<file path="src/rtl/cpu_scoreboard.sv">
// Register-hazard scoreboard between fetch and decode: counts in-flight writes per
// architectural register and releases a tagged candidate once its operands are clean.
`ifndef TAG_SIZE
`define TAG_SIZE 8
`endif

module cpu_scoreboard #(
    parameter int MAX_PER_REG = 3,
    parameter int MAX_TOTAL   = 4,
    parameter int TAG_SIZE    = `TAG_SIZE
) (
    input  logic                           i_clock,
    input  logic                           i_reset,
    input  logic                           i_stall,
    input  logic                           i_flush,
    input  logic [TAG_SIZE-1:0]            i_tag,
    input  logic [4:0]                     i_rs1,
    input  logic [4:0]                     i_rs2,
    input  logic [4:0]                     i_rd,
    input  logic                           i_writes_rd,
    input  logic                           i_retire_valid,
    input  logic [4:0]                     i_retire_rd,
    output logic [TAG_SIZE-1:0]            o_tag,
    output logic                           o_stall,
    output logic                           o_busy,
    output logic [$clog2(MAX_TOTAL+1)-1:0] o_inflight,
    output logic                           o_error
);

    localparam int CW = $clog2(MAX_PER_REG + 1);
    localparam int TW = $clog2(MAX_TOTAL + 1);
    localparam logic [CW-1:0] CNT_ZERO = {CW{1'b0}};
    localparam logic [CW-1:0] CNT_ONE  = CW'(1);
    localparam logic [CW-1:0] CNT_MAX  = CW'(MAX_PER_REG);
    localparam logic [TW-1:0] TOT_ZERO = {TW{1'b0}};
    localparam logic [TW-1:0] TOT_ONE  = TW'(1);
    localparam logic [TW-1:0] TOT_MAX  = TW'(MAX_TOTAL);

    // Entry 0 is never written, so x0 reads as permanently free.
    logic [CW-1:0]       r_cnt [0:31];
    logic [TW-1:0]       r_inflight;
    logic [TAG_SIZE-1:0] r_tag;
    logic                r_error;

    logic w_pending;
    logic w_rs1_hz;
    logic w_rs2_hz;
    logic w_rd_full;
    logic w_hazard;
    logic w_issue;
    logic w_inc;
    logic w_dec_req;
    logic w_underflow;
    logic w_dec;

    // Hazard and issue decisions from registered counts only (no retire bypass).
    always_comb begin
        w_pending = (i_tag != r_tag);
        if (i_rs1 != 5'd0) begin
            w_rs1_hz = (r_cnt[i_rs1] != CNT_ZERO);
        end else begin
            w_rs1_hz = 1'b0;
        end
        if (i_rs2 != 5'd0) begin
            w_rs2_hz = (r_cnt[i_rs2] != CNT_ZERO);
        end else begin
            w_rs2_hz = 1'b0;
        end
        if (i_writes_rd && (i_rd != 5'd0)) begin
            w_rd_full = (r_cnt[i_rd] == CNT_MAX) || (r_inflight == TOT_MAX);
        end else begin
            w_rd_full = 1'b0;
        end
        w_hazard    = w_rs1_hz || w_rs2_hz || w_rd_full;
        w_issue     = w_pending && !w_hazard && !i_stall && !i_flush;
        w_inc       = w_issue && i_writes_rd && (i_rd != 5'd0);
        w_dec_req   = i_retire_valid && (i_retire_rd != 5'd0) && !i_flush;
        w_underflow = w_dec_req && (r_cnt[i_retire_rd] == CNT_ZERO);
        w_dec       = w_dec_req && !w_underflow;
    end

    // Per-register and total outstanding-write counters.
    always_ff @(posedge i_clock or posedge i_reset) begin
        if (i_reset) begin
            for (int i = 0; i < 32; i++) begin
                r_cnt[i] <= CNT_ZERO;
            end
            r_inflight <= TOT_ZERO;
        end else if (i_flush) begin
            for (int i = 0; i < 32; i++) begin
                r_cnt[i] <= CNT_ZERO;
            end
            r_inflight <= TOT_ZERO;
        end else begin
            for (int i = 0; i < 32; i++) begin
                case ({w_inc && (i_rd == 5'(i)), w_dec && (i_retire_rd == 5'(i))})
                    2'b10:   r_cnt[i] <= r_cnt[i] + CNT_ONE;
                    2'b01:   r_cnt[i] <= r_cnt[i] - CNT_ONE;
                    default: r_cnt[i] <= r_cnt[i];
                endcase
            end
            case ({w_inc, w_dec})
                2'b10:   r_inflight <= r_inflight + TOT_ONE;
                2'b01:   r_inflight <= r_inflight - TOT_ONE;
                default: r_inflight <= r_inflight;
            endcase
        end
    end

    // Issued tag and sticky underflow flag; flush holds the tag and keeps the error.
    always_ff @(posedge i_clock or posedge i_reset) begin
        if (i_reset) begin
            r_tag   <= {TAG_SIZE{1'b0}};
            r_error <= 1'b0;
        end else begin
            if (w_issue) begin
                r_tag <= i_tag;
            end else begin
                r_tag <= r_tag;
            end
            if (w_underflow) begin
                r_error <= 1'b1;
            end else begin
                r_error <= r_error;
            end
        end
    end

    assign o_tag      = r_tag;
    assign o_inflight = r_inflight;
    assign o_error    = r_error;
    assign o_busy     = (r_inflight != TOT_ZERO);
    assign o_stall    = w_pending && w_hazard;

endmodule
</file>
<file path="config.mk">
export PLATFORM = sky130hd
export DESIGN_NAME = cpu_scoreboard
export DESIGN_NICKNAME = d
export VERILOG_FILES = /design/src/rtl/cpu_scoreboard.sv
export SDC_FILE = /design/constraint.sdc
export NUM_CORES = 1
export LEC_CHECK = 0
export ABC_AREA = 1
export BUFFER_PORTS_ARGS = -buffer_cell sky130_fd_sc_hd__buf_4
export CORE_MARGIN = 1.5
export CORE_UTILIZATION = 55
export CTS_BUF_LIST = sky130_fd_sc_hd__clkbuf_4 sky130_fd_sc_hd__clkbuf_8
export CTS_CLUSTER_SIZE = 30
export DETAILED_ROUTE_END_ITERATION = 8
export PLACE_DENSITY = 0.74
export SLEW_MARGIN = 40
export SYNTH_ARGS = -nofsm -noshare
export SYNTH_HDL_FRONTEND = slang
export SYNTH_SLANG_ARGS = --single-unit
</file>
<file path="constraint.sdc">
create_clock -name i_clock -period 3.2 [get_ports i_clock]
set_input_delay 0.32 -clock i_clock [delete_from_list [all_inputs] [get_ports i_clock]]
set_output_delay 0.32 -clock i_clock [all_outputs]
set_load 0.005 [all_outputs]
</file>
==> run summary, run 1 <==
=================================================================================================================
Via count of the first global-routing pass                                                                   6867
Required time reported for the critical path endpoint                                                     3.51 ns
Detail Placement HPWL                                                                                    17000 um
Max Fclk                                                                                                0.347 GHz
TritonCTS Sinks                                                                                                76
Path category of the worst min-delay check                                                           input pin to register
Post-layout worst setup margin                                                                           0.317 ns
Vias                                                                                                         7623
Filler instances                                                                                             1203
Placeable core region                                                                                   12100 um2
Dominant cell type by area after synthesis                                                                dfrtp_1
Worst-case headroom to the max-slew limit                                                                   0.503
Worst Path Arrival                                                                                        3.19 ns
Total inserted antenna cells                                                                                    0
Detailed Route Iter0 Violations                                                                               780
Detailed Routing Iterations Pass 1                                                                              7
Gate count of the mapped netlist                                                                             1152
Number of enable flip-flop cells after synthesis                                                                0
Total Nets Final                                                                                             1225
Vert. Die Dim                                                                                              115 um
Detailed-routed wire length on met3                                                                       1610 um
Share of cells above drive strength 1                                                                       0.100
Insertion delay of the later-clocked pin in the worst-skew pair                                           0.39 ns
Average routed wire per standard cell                                                                     16.3 um
Post-synthesis xor/xnor area fraction                                                                      0.0410
Switching power total                                                                                      950 uW
Switching share of total power                                                                              0.344
CTS Buf Count                                                                                                   9
Port Buf Inserts                                                                                               47
Area fraction in compound gates after synthesis                                                             0.108
Sequential fraction of the synthesis area                                                                   0.278
H-tree levels                                                                                                   3
Pin count of the biggest net entering global routing                                                           73
Yosys top cell area share                                                                                   0.278
Remaining antenna violation count                                                                               0
Shortest period the worst path allows                                                                     2.88 ns
Post-detailed-route via-to-cell ratio                                                                        5.59
Static Leakage                                                                                         0.00384 uW
Global-route congestion overflow total                                                                          0
Number of max-slew violations in the final report                                                               0
Crit path kind                                                                                       register to register
Main area contributors after synthesis                                                               dfrtp_1, nand2_1, nand3_1, nor2_1, inv_1
Die Width                                                                                                  115 um
Number of maximum-capacitance constraint violations                                                             0
Number of gates resized after CTS                                                                               0
Worst setup skew after layout                                                                           0.0105 ns
VDD IR max                                                                                                 381 uV
Final routed wirelength across all metal layers                                                          22200 um
Relative contribution of the clock network to total power                                                   0.314
Pwr/cell area                                                                                          365 nW/um2
Cell internal pwr                                                                                         1810 uW
Asr flop ratio synth                                                                                         1.00
Uppermost layer routed                                                                                       met4
Area added between synthesis and finish                                                                     10.6%
Final weighted congestion of routability-driven global placement                                             1.03
Combinational family with the most area after synthesis                                              simple AND/OR/NAND/NOR gates
Slew at the pin closest to its max-slew limit                                                            0.746 ns
Top-level port count                                                                                           48
Arithmetic-cell share of the synthesized area counting full adders, half adders and majority gates        0.00293
Status                                                                                               finished, final reports clean
Global-route wire length before repair                                                                   35100 um
TritonCTS clock tree                                                                                          yes
CTS root buffer                                                                                          clkbuf_8
Worst slack at placement                                                                                 0.311 ns
Number of setup violations in the final report                                                                  0
Min-Delay Startpoint                                                                                     i_tag[2]
Post-route met1 wirelength                                                                                9470 um
Row cnt                                                                                                        40
Met2 wire length                                                                                         10000 um
Clk pin slew, worst setup/hold paths                                                                      0.09 ns
RSZ-0062 raised after global routing                                                                           no
Synthesized flop and latch total                                                                               76
Count of yosys warnings during synthesis                                                                        0
Startpoint of the worst setup timing path                                                               r_cnt[46]
All-layer global routing usage                                                                              0.349
Multiplexer share of the synthesized area                                                                  0.0132
Portion of total power attributed to combinational logic                                                    0.270
Final cycle utilization of the critical path                                                                0.901
Net count after synthesis                                                                                    1187
Simple-Gate Fraction of Synth Area                                                                          0.455
Area of the die                                                                                         13100 um2
Post-synth cell types                                                                                          39
Drt drc                                                                                                         0
Category of the worst setup path launch point                                                            register
Fraction of power consumed by sequential logic                                                              0.416
Cell area after technology mapping                                                                       6840 um2
Primary flip-flop cell chosen by synthesis mapping                                                        dfrtp_1
Maximum net fanout on the critical path                                                                         5
Power Total                                                                                               2760 uW
Initial antenna violation count                                                                                 0
Synthesized area per cell                                                                                5.94 um2
Type of destination of the critical path                                                                 register
Buffer levels on the longest clock path                                                                         2
Final count of hold timing violations                                                                           0
Total negative slack                                                                                         0 ns
Worst r2r src                                                                                           r_cnt[46]
Initial standard-cell utilization of the core                                                               0.567
=================================================================================================================
==> path summary, 6_finish.rpt <==
check,slack (ns),cells after the start,end
max,0.32,18,o_inflight[2]
max reg2reg,0.32,18,o_inflight[2]
min in group asynchronous,0.44,3,r_cnt[1]
max in group asynchronous,2.05,4,r_cnt[5]
min reg2reg,0.48,1,o_error
min,0.18,2,o_tag[2]
==> what timing repair did <==
item | 4_1_cts | 5_1_grt
hold buffers | 1 | 0
endpoints found under the setup margin | 0 | 0
endpoints found under the hold margin | 11 | 0
buffers inserted | 0 | 0
==> sequential cells by signal, summed over array words and instances (netlist names) <==
register / cells
o_tag: 8
o_error: 1
r_cnt: 64
o_inflight: 3
==> power by group through the flow <==
stage / Combinational [uW] / Clock, uW / Sequential, uW
after floorplan: 473 / 0 / 1150
after global placement: 726 / 0 / 1160
after detailed placement: 735 / 0 / 1170
after CTS: 739 / 874 / 1150
after global routing: 827 / 917 / 1160
final: 744 / 867 / 1150
==> cell type report <==
type                       instances  area [um2]  share of cell area
clock buffer                      10         138              0.0182
inverter                         134         507              0.0670
timing repair buffer              62         480              0.0635
sequential                        76        1900               0.251
tap                              168         210              0.0278
multi-input combinational        907        4240               0.561
clock inverter                     6        87.6              0.0116
==> logic make-up after synthesis <==
kind of cell / count (synthesis)
fa+ha+maj: 1
compound gates: 129
xor+xnor: 32
simple gates: 737
mux: 8
buf+inv: 169
flops: 76
==> cell usage in the layout, fill, tap and decap left out, types with 3 or more instances in the layout <==
cell type / count
nand2_1: 418
nor2_1: 128
inv_1: 121
nand3_1: 119
dfrtp_1: 76
buf_4: 60
a21oi_1: 51
nand4_1: 46
o21ai_0: 34
xnor2_1: 16
xor2_1: 16
o21ai_1: 14
clkbuf_8: 10
inv_2: 9
o22ai_1: 9
mux2_2: 8
nand2_2: 6
o21bai_2: 6
nor2_2: 5
or2_2: 4
a21o_1: 4
and3_1: 4
a22oi_1: 3
nor3_1: 3
clkinvlp_4: 3
==> cell usage after synthesis, types with 9 or more instances <==
cell type / number
nand2_1: 418
nor2_1: 129
inv_1: 122
nand3_1: 119
dfrtp_1: 76
a21oi_1: 51
nand4_1: 46
o21ai_0: 34
clkbuf_1: 16
xnor2_1: 16
xor2_1: 16
o21ai_1: 14
buf_2: 9
o22ai_1: 9
==> layer usage <==
layer	vias up	global-route usage
met2	298	0.563
met1	3474	0.450
met3	75	0.0577
met5	-	0
met4	0	0.182
li1	3776	-
==> worst max-delay path, cell delays in order, from the launching register on <==
cell and delay [ns]:
dfrtp_1 0.43, nor2_1 0.47, nand2_1 0.09, o21ai_0 0.10, inv_1 0.06, nand2_1 0.07
nand2_1 0.05, nand3_1 0.09, nand3_1 0.08, nand2_1 0.07, nand2_1 0.06, inv_1 0.11
nand4_4 0.10, nand2_1 0.16, inv_1 0.07, fa_1 0.37, xor2_1 0.16, xor2_1 0.16
o22ai_1 0.13
==> per-stage QoR <==
step | utilization | instances | instance area, um2 | hold WS, ns
2_1_floorplan | - | 1152 | 6840 | 0.460
3_3_place_gp | 0.608 | 1346 | 7330 | 0.261
3_5_place_dp | 0.608 | 1346 | 7330 | 0.259
4_1_cts | 0.627 | 1363 | 7570 | 0.174
5_1_grt | 0.627 | 1363 | 7570 | 0.175
6_report | 0.627 | 1363 | 7570 | 0.180
No activity file was read; power rests on OpenSTA's default activity.
==> run 2: changes to the inputs <==
--- a/config.mk
+++ b/config.mk
@@ -8,11 +8,11 @@
 export ABC_AREA = 1
 export BUFFER_PORTS_ARGS = -buffer_cell sky130_fd_sc_hd__buf_4
 export CORE_MARGIN = 1.5
-export CORE_UTILIZATION = 55
+export CORE_UTILIZATION = 40
 export CTS_BUF_LIST = sky130_fd_sc_hd__clkbuf_4 sky130_fd_sc_hd__clkbuf_8
 export CTS_CLUSTER_SIZE = 30
 export DETAILED_ROUTE_END_ITERATION = 8
-export PLACE_DENSITY = 0.74
+export GPL_TIMING_DRIVEN = 0
 export SLEW_MARGIN = 40
 export SYNTH_ARGS = -nofsm -noshare
 export SYNTH_HDL_FRONTEND = slang
==> run summary, run 2 (synthesis gave the netlist of run 1 again) <==
===============================================================================
Detailed Route Iter0 Violations                                             829   +6.3%
Switching power total                                                    999 uW   +5.1%
Area of the die                                                       17900 um2   +36%
Relative contribution of the clock network to total power                 0.274   -0.040
Largest Register                                                          r_cnt
Vert. Die Dim                                                            134 um   +17%
Row cnt                                                                      47   +18%
Detailed Routing Iterations Pass 1                                            6   -1
CTS Buf Count                                                                 9   unchanged
Portion of total power attributed to combinational logic                  0.295   +0.025
Fraction of power consumed by sequential logic                            0.432   +0.016
Total inserted antenna cells                                                  0   unchanged
Insertion delay of the later-clocked pin in the worst-skew pair         0.39 ns   about the same
Switching share of total power                                            0.374   +0.0295
Final cycle utilization of the critical path                              0.954   +0.0532
Pin count of the biggest net entering global routing                         54   -26%
Placeable core region                                                 16600 um2   +38%
Most used cells in the layout excluding fill and tap cells         nand2_1, inv_1, nand3_1, nor2_1, dfrtp_1
Category of the worst setup path launch point                          register
Max Fclk                                                              0.328 GHz   -5.6%
Cell internal pwr                                                       1670 uW   -7.5%
Filler instances                                                           1785   +48%
TritonCTS Sinks                                                              76   unchanged
Final non-filler cell total                                                1431   +5.0%
Global-route wire length before repair                                 40100 um   +14%
Global-route congestion overflow total                                        0   unchanged
Number of maximum-capacitance constraint violations                           0   unchanged
Drt drc                                                                       0   unchanged
Clk pin slew, worst setup/hold paths                                    0.09 ns   about the same
Average routed wire per standard cell                                   18.3 um   +13%
Initial antenna violation count                                               0   unchanged
Top-level port count                                                         48   unchanged
Worst setup skew after layout                                         0.0150 ns   +0.00449 ns
Slew at the pin closest to its max-slew limit                          0.849 ns   +0.103 ns
Via count of the first global-routing pass                                 7038   +2.5%
Crit path kind                                                     register to register
Area added between synthesis and finish                                   12.5%
FF+latch area                                                          1900 um2   unchanged
Path category of the worst min-delay check                         input pin to register
Type of destination of the critical path                               register
Buffer levels on the longest clock path                                       2   unchanged
Total negative slack                                                       0 ns   unchanged
Number of max-slew violations in the final report                             0   unchanged
Port Buf Inserts                                                             40   -15%
Status                                                             finished, final reports clean
Required time reported for the critical path endpoint                   3.47 ns   -0.04 ns
Max reg flops                                                                64   unchanged
Number of setup violations in the final report                                0   unchanged
Placed Cells incl. Taps                                                    1413   +5.0%
Die Width                                                                134 um   +17%
Initial standard-cell utilization of the core                             0.411   -0.156
Maximum net fanout on the critical path                                      10   +5
CTS root buffer                                                        clkbuf_8
Remaining antenna violation count                                             0   unchanged
Post-detailed-route via-to-cell ratio                                      5.48   -2.0%
Leading cell type in the layout, fill and taps excluded                 nand2_1
TritonCTS clock tree                                                        yes
Total Nets Final                                                           1241   +1.3%
Final count of hold timing violations                                         0   unchanged
H-tree levels                                                                 3   unchanged
VDD IR max                                                               335 uV   -12%
All-layer global routing usage                                            0.296   -0.0528
Worst Path Arrival                                                      3.33 ns   +0.14 ns
Final weighted congestion of routability-driven global placement           1.00   -2.7%
Pwr/cell area                                                        347 nW/um2   -4.8%
Area used by multi-input combinational logic                           4280 um2   +0.88%
Share of cells above drive strength 1                                     0.107   +0.00611
Detail Placement HPWL                                                  20400 um   +20%
Vias                                                                       7843   +2.9%
RSZ-0062 raised after global routing                                         no
Final routed wirelength across all metal layers                        26200 um   +18%
Shortest period the worst path allows                                   3.05 ns   +0.170 ns
Worst-case headroom to the max-slew limit                                 0.434   -0.0688
Static Leakage                                                       0.00385 uW   +0.25%
===============================================================================
-- run 2: power by group through the flow --
stage,Clock [uW],Sequential (uW),Combinational [uW]
2_1_floorplan,0,1150,473
3_3_place_gp,0,1160,754
3_5_place_dp,0,1160,766
4_1_cts,738,1150,773
5_1_grt,769,1160,865
6_report,731,1150,787
-- run 2: critical path, stage by stage (launching register included) --
cell and delay [ns]:
dfrtp_1 0.43, nor2_2 0.31, nor2_1 0.10, nor2_1 0.17, nand3_1 0.10, nand3_1 0.09, nand3_1 0.07, nand2_1 0.06
nand2_1 0.15, inv_1 0.16, nand4_4 0.11, buf_6 0.18, nand2_1 0.14, inv_1 0.07, fa_1 0.37, xor2_1 0.17
xor2_1 0.15, o22ai_1 0.09
-- run 2: layout make-up --
cell class,instances,area share
Inverter,134,0.0664
Buffer,35,0.0259
Clock inverter,5,0.00472
Timing Repair Buffer,43,0.0449
Sequential cell,76,0.247
Clock buffer,11,0.0189
Multi-Input combinational cell,907,0.556
Tap cell,220,0.0358
-- run 2: worst paths after layout --
path | start | endpoint | slack [ns] | cells after the start
worst max-delay path | r_cnt[6] | o_inflight[2] | 0.15 | 17
worst min-delay path | i_tag[7] | o_tag[7] | 0.17 | 2
worst max register to register | r_cnt[6] | o_inflight[2] | 0.15 | 17
worst min register to register | o_error | o_error | 0.50 | 1
max in group asynchronous | i_reset | r_cnt[33] | 2.20 | 4
min in group asynchronous | i_reset | r_cnt[23] | 0.42 | 3
-- run 2: repair_timing --
action | 4_1_cts | 5_1_grt
endpoints found under the setup margin | 1 | 3
hold endpoints to repair | 23 | 0
buffers inserted | 0 | 1
gates resized for setup | 8 | 9
hold buffers | 1 | 0
-- run 2: stage by stage --
stage	hold WS (ns)	util	area, um2	setup slack [ns]	total power [uW]
2_1_floorplan	0.460	-	6840	0.549	1620
3_3_place_gp	0.476	0.446	7410	-0.197	1920
3_5_place_dp	0.287	0.447	7450	-0.110	1930
4_1_cts	0.171	0.460	7660	0.00183	2660
5_1_grt	0.174	0.462	7690	0.00125	2800
6_report	0.172	0.462	7690	0.147	2670
-- run 2: layer usage --
metal | vias to the layer above | wire length (um) | global-route usage
met3 | 72 | 2240 | 0.0594
met2 | 366 | 11300 | 0.445
met5 | - | 0 | 0
met4 | 0 | 1250 | 0.139
li1 | 3816 | - | -
met1 | 3589 | 11400 | 0.408
==> run 3: changes to the inputs <==
--- a/config.mk
+++ b/config.mk
@@ -5,7 +5,6 @@
 export SDC_FILE = /design/constraint.sdc
 export NUM_CORES = 1
 export LEC_CHECK = 0
-export ABC_AREA = 1
 export BUFFER_PORTS_ARGS = -buffer_cell sky130_fd_sc_hd__buf_4
 export CORE_MARGIN = 1.5
 export CORE_UTILIZATION = 40
==> run summary, run 3 <==
===============================================================================
Status                                                             finished, violations left
Failing checks                                                     setup timing
Static Leakage                                                       0.00284 uW   -26%
TritonCTS clock tree                                                        yes
Post-synth cell types                                                        61   +56%
Worst slack at placement                                              -0.760 ns   -0.650 ns
Pwr/cell area                                                        336 nW/um2   -3.3%
Detailed Route Iter0 Violations                                             677   -18%
Required time reported for the critical path endpoint                   3.48 ns   about the same
Critical R2R Capture                                               o_inflight[2]
Primary flip-flop cell chosen by synthesis mapping                      dfrtp_1
Worst-case headroom to the max-slew limit                                 0.433   -0.000675
Total negative slack                                                 -0.0967 ns   -0.0967 ns
Main area contributors after synthesis                             dfrtp_1, mux4_2, nor3_1, nor2_1, xnor2_1
Type of destination of the critical path                               register
Count of yosys warnings during synthesis                                      0   unchanged
Slack of the worst reg-to-reg path                                     -0.08 ns   -0.23 ns
CTS root buffer                                                        clkbuf_8
Pin count of the biggest net entering global routing                         42   -22%
Initial antenna violation count                                               0   unchanged
Post-detailed-route via-to-cell ratio                                      6.36   +16%
Post-layout worst setup margin                                       -0.0816 ns   -0.228 ns
Port Buf Inserts                                                             40   unchanged
Number of setup violations in the final report                                2   +2
Number of cells on the worst reg-to-reg path                                 13   -4
Switching share of total power                                            0.312   -0.0617
Final core area utilization                                               0.493   +0.0310
Top-level port count                                                         48   unchanged
Path category of the worst min-delay check                         input pin to register
Final non-filler cell total                                                 993   -31%
Detailed Routing Iterations Pass 1                                            5   -1
Max reg flops                                                                64   unchanged
All-layer global routing usage                                            0.285   -0.0117
Total Nets Final                                                            835   -33%
Worst setup skew after layout                                         0.0137 ns   -0.00131 ns
Slew at the pin closest to its max-slew limit                          0.829 ns   -0.0204 ns
Max Fclk                                                              0.305 GHz   -7.0%
Cell internal pwr                                                       1730 uW   +3.5%
Asr flop ratio synth                                                       1.00   unchanged
Gate count of the mapped netlist                                            723   -37%
Sequential fraction of the synthesis area                                 0.306   +0.0281
H-tree levels                                                                 3   unchanged
WHS Endpoint                                                           o_tag[6]
Die Width                                                                128 um   -4.6%
CTS Buf Count                                                                 9   unchanged
Area added between synthesis and finish                                   20.7%
Average routed wire per standard cell                                   23.1 um   +26%
Portion of total power attributed to combinational logic                  0.223   -0.072
Drt drc                                                                       0   unchanged
Insertion delay of the later-clocked pin in the worst-skew pair         0.40 ns   about the same
Via count of the first global-routing pass                                 6119   -13%
Number of enable flip-flop cells after synthesis                              0   unchanged
Placeable core region                                                 15200 um2   -8.7%
Largest Register                                                          r_cnt
Share of cells above drive strength 1                                     0.271   +0.164
Commonest cells post-synth                                         nor2_1, dfrtp_1, nand2_1, nor3_1, o21ai_0
Leading cell type in the layout, fill and taps excluded                 nand2_1
Worst hold path stage count                                                   2   unchanged
Global-route wire length before repair                                 34700 um   -13%
Count leader, synth                                                      nor2_1
Final cycle utilization of the critical path                               1.03   +0.0714
Total inserted antenna cells                                                  0   unchanged
Switching power total                                                    786 uW   -21%
Number of max-slew violations in the final report                             0   unchanged
Fraction of power consumed by sequential logic                            0.410   -0.022
Shortest period the worst path allows                                   3.28 ns   +0.228 ns
VDD IR max                                                               225 uV   -33%
Synthesized flop and latch total                                             76   unchanged
Worst r2r src                                                          r_cnt[2]
Most used cells in the layout excluding fill and tap cells         nand2_1, buf_4, nor2_1
Relative contribution of the clock network to total power                 0.368   +0.094
TritonCTS Sinks                                                              76   unchanged
Placed Cells incl. Taps                                                     952   -33%
Final routed wirelength across all metal layers                        22900 um   -13%
Area of the die                                                       16300 um2   -9.0%
Maximum net fanout on the critical path                                       5   -5
Final weighted congestion of routability-driven global placement          0.986   -1.7%
Dominant cell type by area after synthesis                              dfrtp_1
Worst Path Arrival                                                      3.56 ns   +0.23 ns
Buffer levels on the longest clock path                                       2   unchanged
Initial standard-cell utilization of the core                             0.409   -0.00230
Remaining antenna violation count                                             0   unchanged
Final count of hold timing violations                                         0   unchanged
Min-Delay Startpoint                                                   i_tag[6]
Cell area after technology mapping                                     6210 um2   -9.2%
Vias                                                                       6318   -19%
Clk pin slew, worst setup/hold paths                                    0.09 ns   about the same
Number of maximum-capacitance constraint violations                           0   unchanged
Crit path kind                                                     register to register
Yosys top cell area share                                                 0.306   +0.0281
Vert. Die Dim                                                            128 um   -4.6%
Detail Placement HPWL                                                  16400 um   -20%
Synthesized area per cell                                              8.59 um2   +45%
Net count after synthesis                                                   758   -36%
Category of the worst setup path launch point                          register
Global-route congestion overflow total                                        0   unchanged
Row cnt                                                                      45   -4.3%
RSZ-0062 raised after global routing                                        yes
===============================================================================
==> run 3: cell families after synthesis <==
family,after synthesis,share of synthesized area
xor gates and xnor gates,64,0.0902
adders and majority gates,1,0.00322
and+or+nand+nor,350,0.311
muxes,36,0.0965
AOI/OAI and AO/OA,137,0.146
buffers and inverters,59,0.0467
DFF,76,0.306
==> run 3: per-layer routing <==
metal	vias up	wire, um	part of all wire	GRT usage
met4	0	1030	0.045	0.141
met3	77	1840	0.080	0.0586
met2	336	10600	0.46	0.451
met5	-	0	0	0
met1	3108	9450	0.41	0.371
li1	2797	-	-	-
==> run 3: timing repair <==
action | CTS | global route
resized for setup | 56 | 26
pin swaps | 10 | 12
buffers inserted | 22 | 4
hold buffers | 1 | 0
endpoints found under the setup margin | 6 | 21
endpoints found under the hold margin | 35 | 0
==> run 3: final cells by class <==
type | instances | area, um2
Fill cell | 1471 | 7700
Clock inverter | 3 | 67.6
Inverter | 10 | 43.8
Timing Repair Buffer | 68 | 544
Sequential cell | 76 | 1930
Buffer | 47 | 236
Clock buffer | 13 | 173
Multi-Input combinational cell | 588 | 4270
Tap cell | 188 | 235
==> run 3: worst max-delay path, cell delays in order (launching register included) <==
cell      delay, ns
dfrtp_2        0.43
buf_6          0.13
nor4bb_2       0.28
nor4_1         0.09
o32ai_2        0.18
o22ai_1        0.13
or4_4          0.61
nor3_4         0.28
buf_6          0.14
nor2_2         0.04
fa_2           0.37
and3_4         0.21
a31oi_4        0.15
o311ai_2       0.11
==> run 3: per-stage QoR <==
step	cell area, um2	hold slack [ns]	total power, uW
finish	7500	0.167	2520
global route	7500	0.165	2590
CTS	7370	0.158	2500
detailed placement	6800	0.336	1570
global placement	6760	0.473	1550
floorplan	6220	0.468	1350
==> run 3: power groups by stage <==
stage	combinational [uW]	clock, uW	sequential (uW)
final	561	925	1030
after global routing	595	963	1040
after CTS	540	932	1030
after detailed placement	518	0	1050
after global placement	506	0	1050
after floorplan	306	0	1050
==> run 3: worst max-delay path by stage <==
stage / start / to / slack [ns]
floorplan: i_rs2[1] / o_inflight[2] / -0.03
global placement: i_rd[0] / o_inflight[2] / -0.71
detailed placement: i_rs1[1] / o_inflight[2] / -0.76
CTS: r_cnt[51] / o_inflight[2] / -0.03
global route: r_cnt[2] / o_inflight[2] / -0.12
finish: r_cnt[2] / o_inflight[2] / -0.08
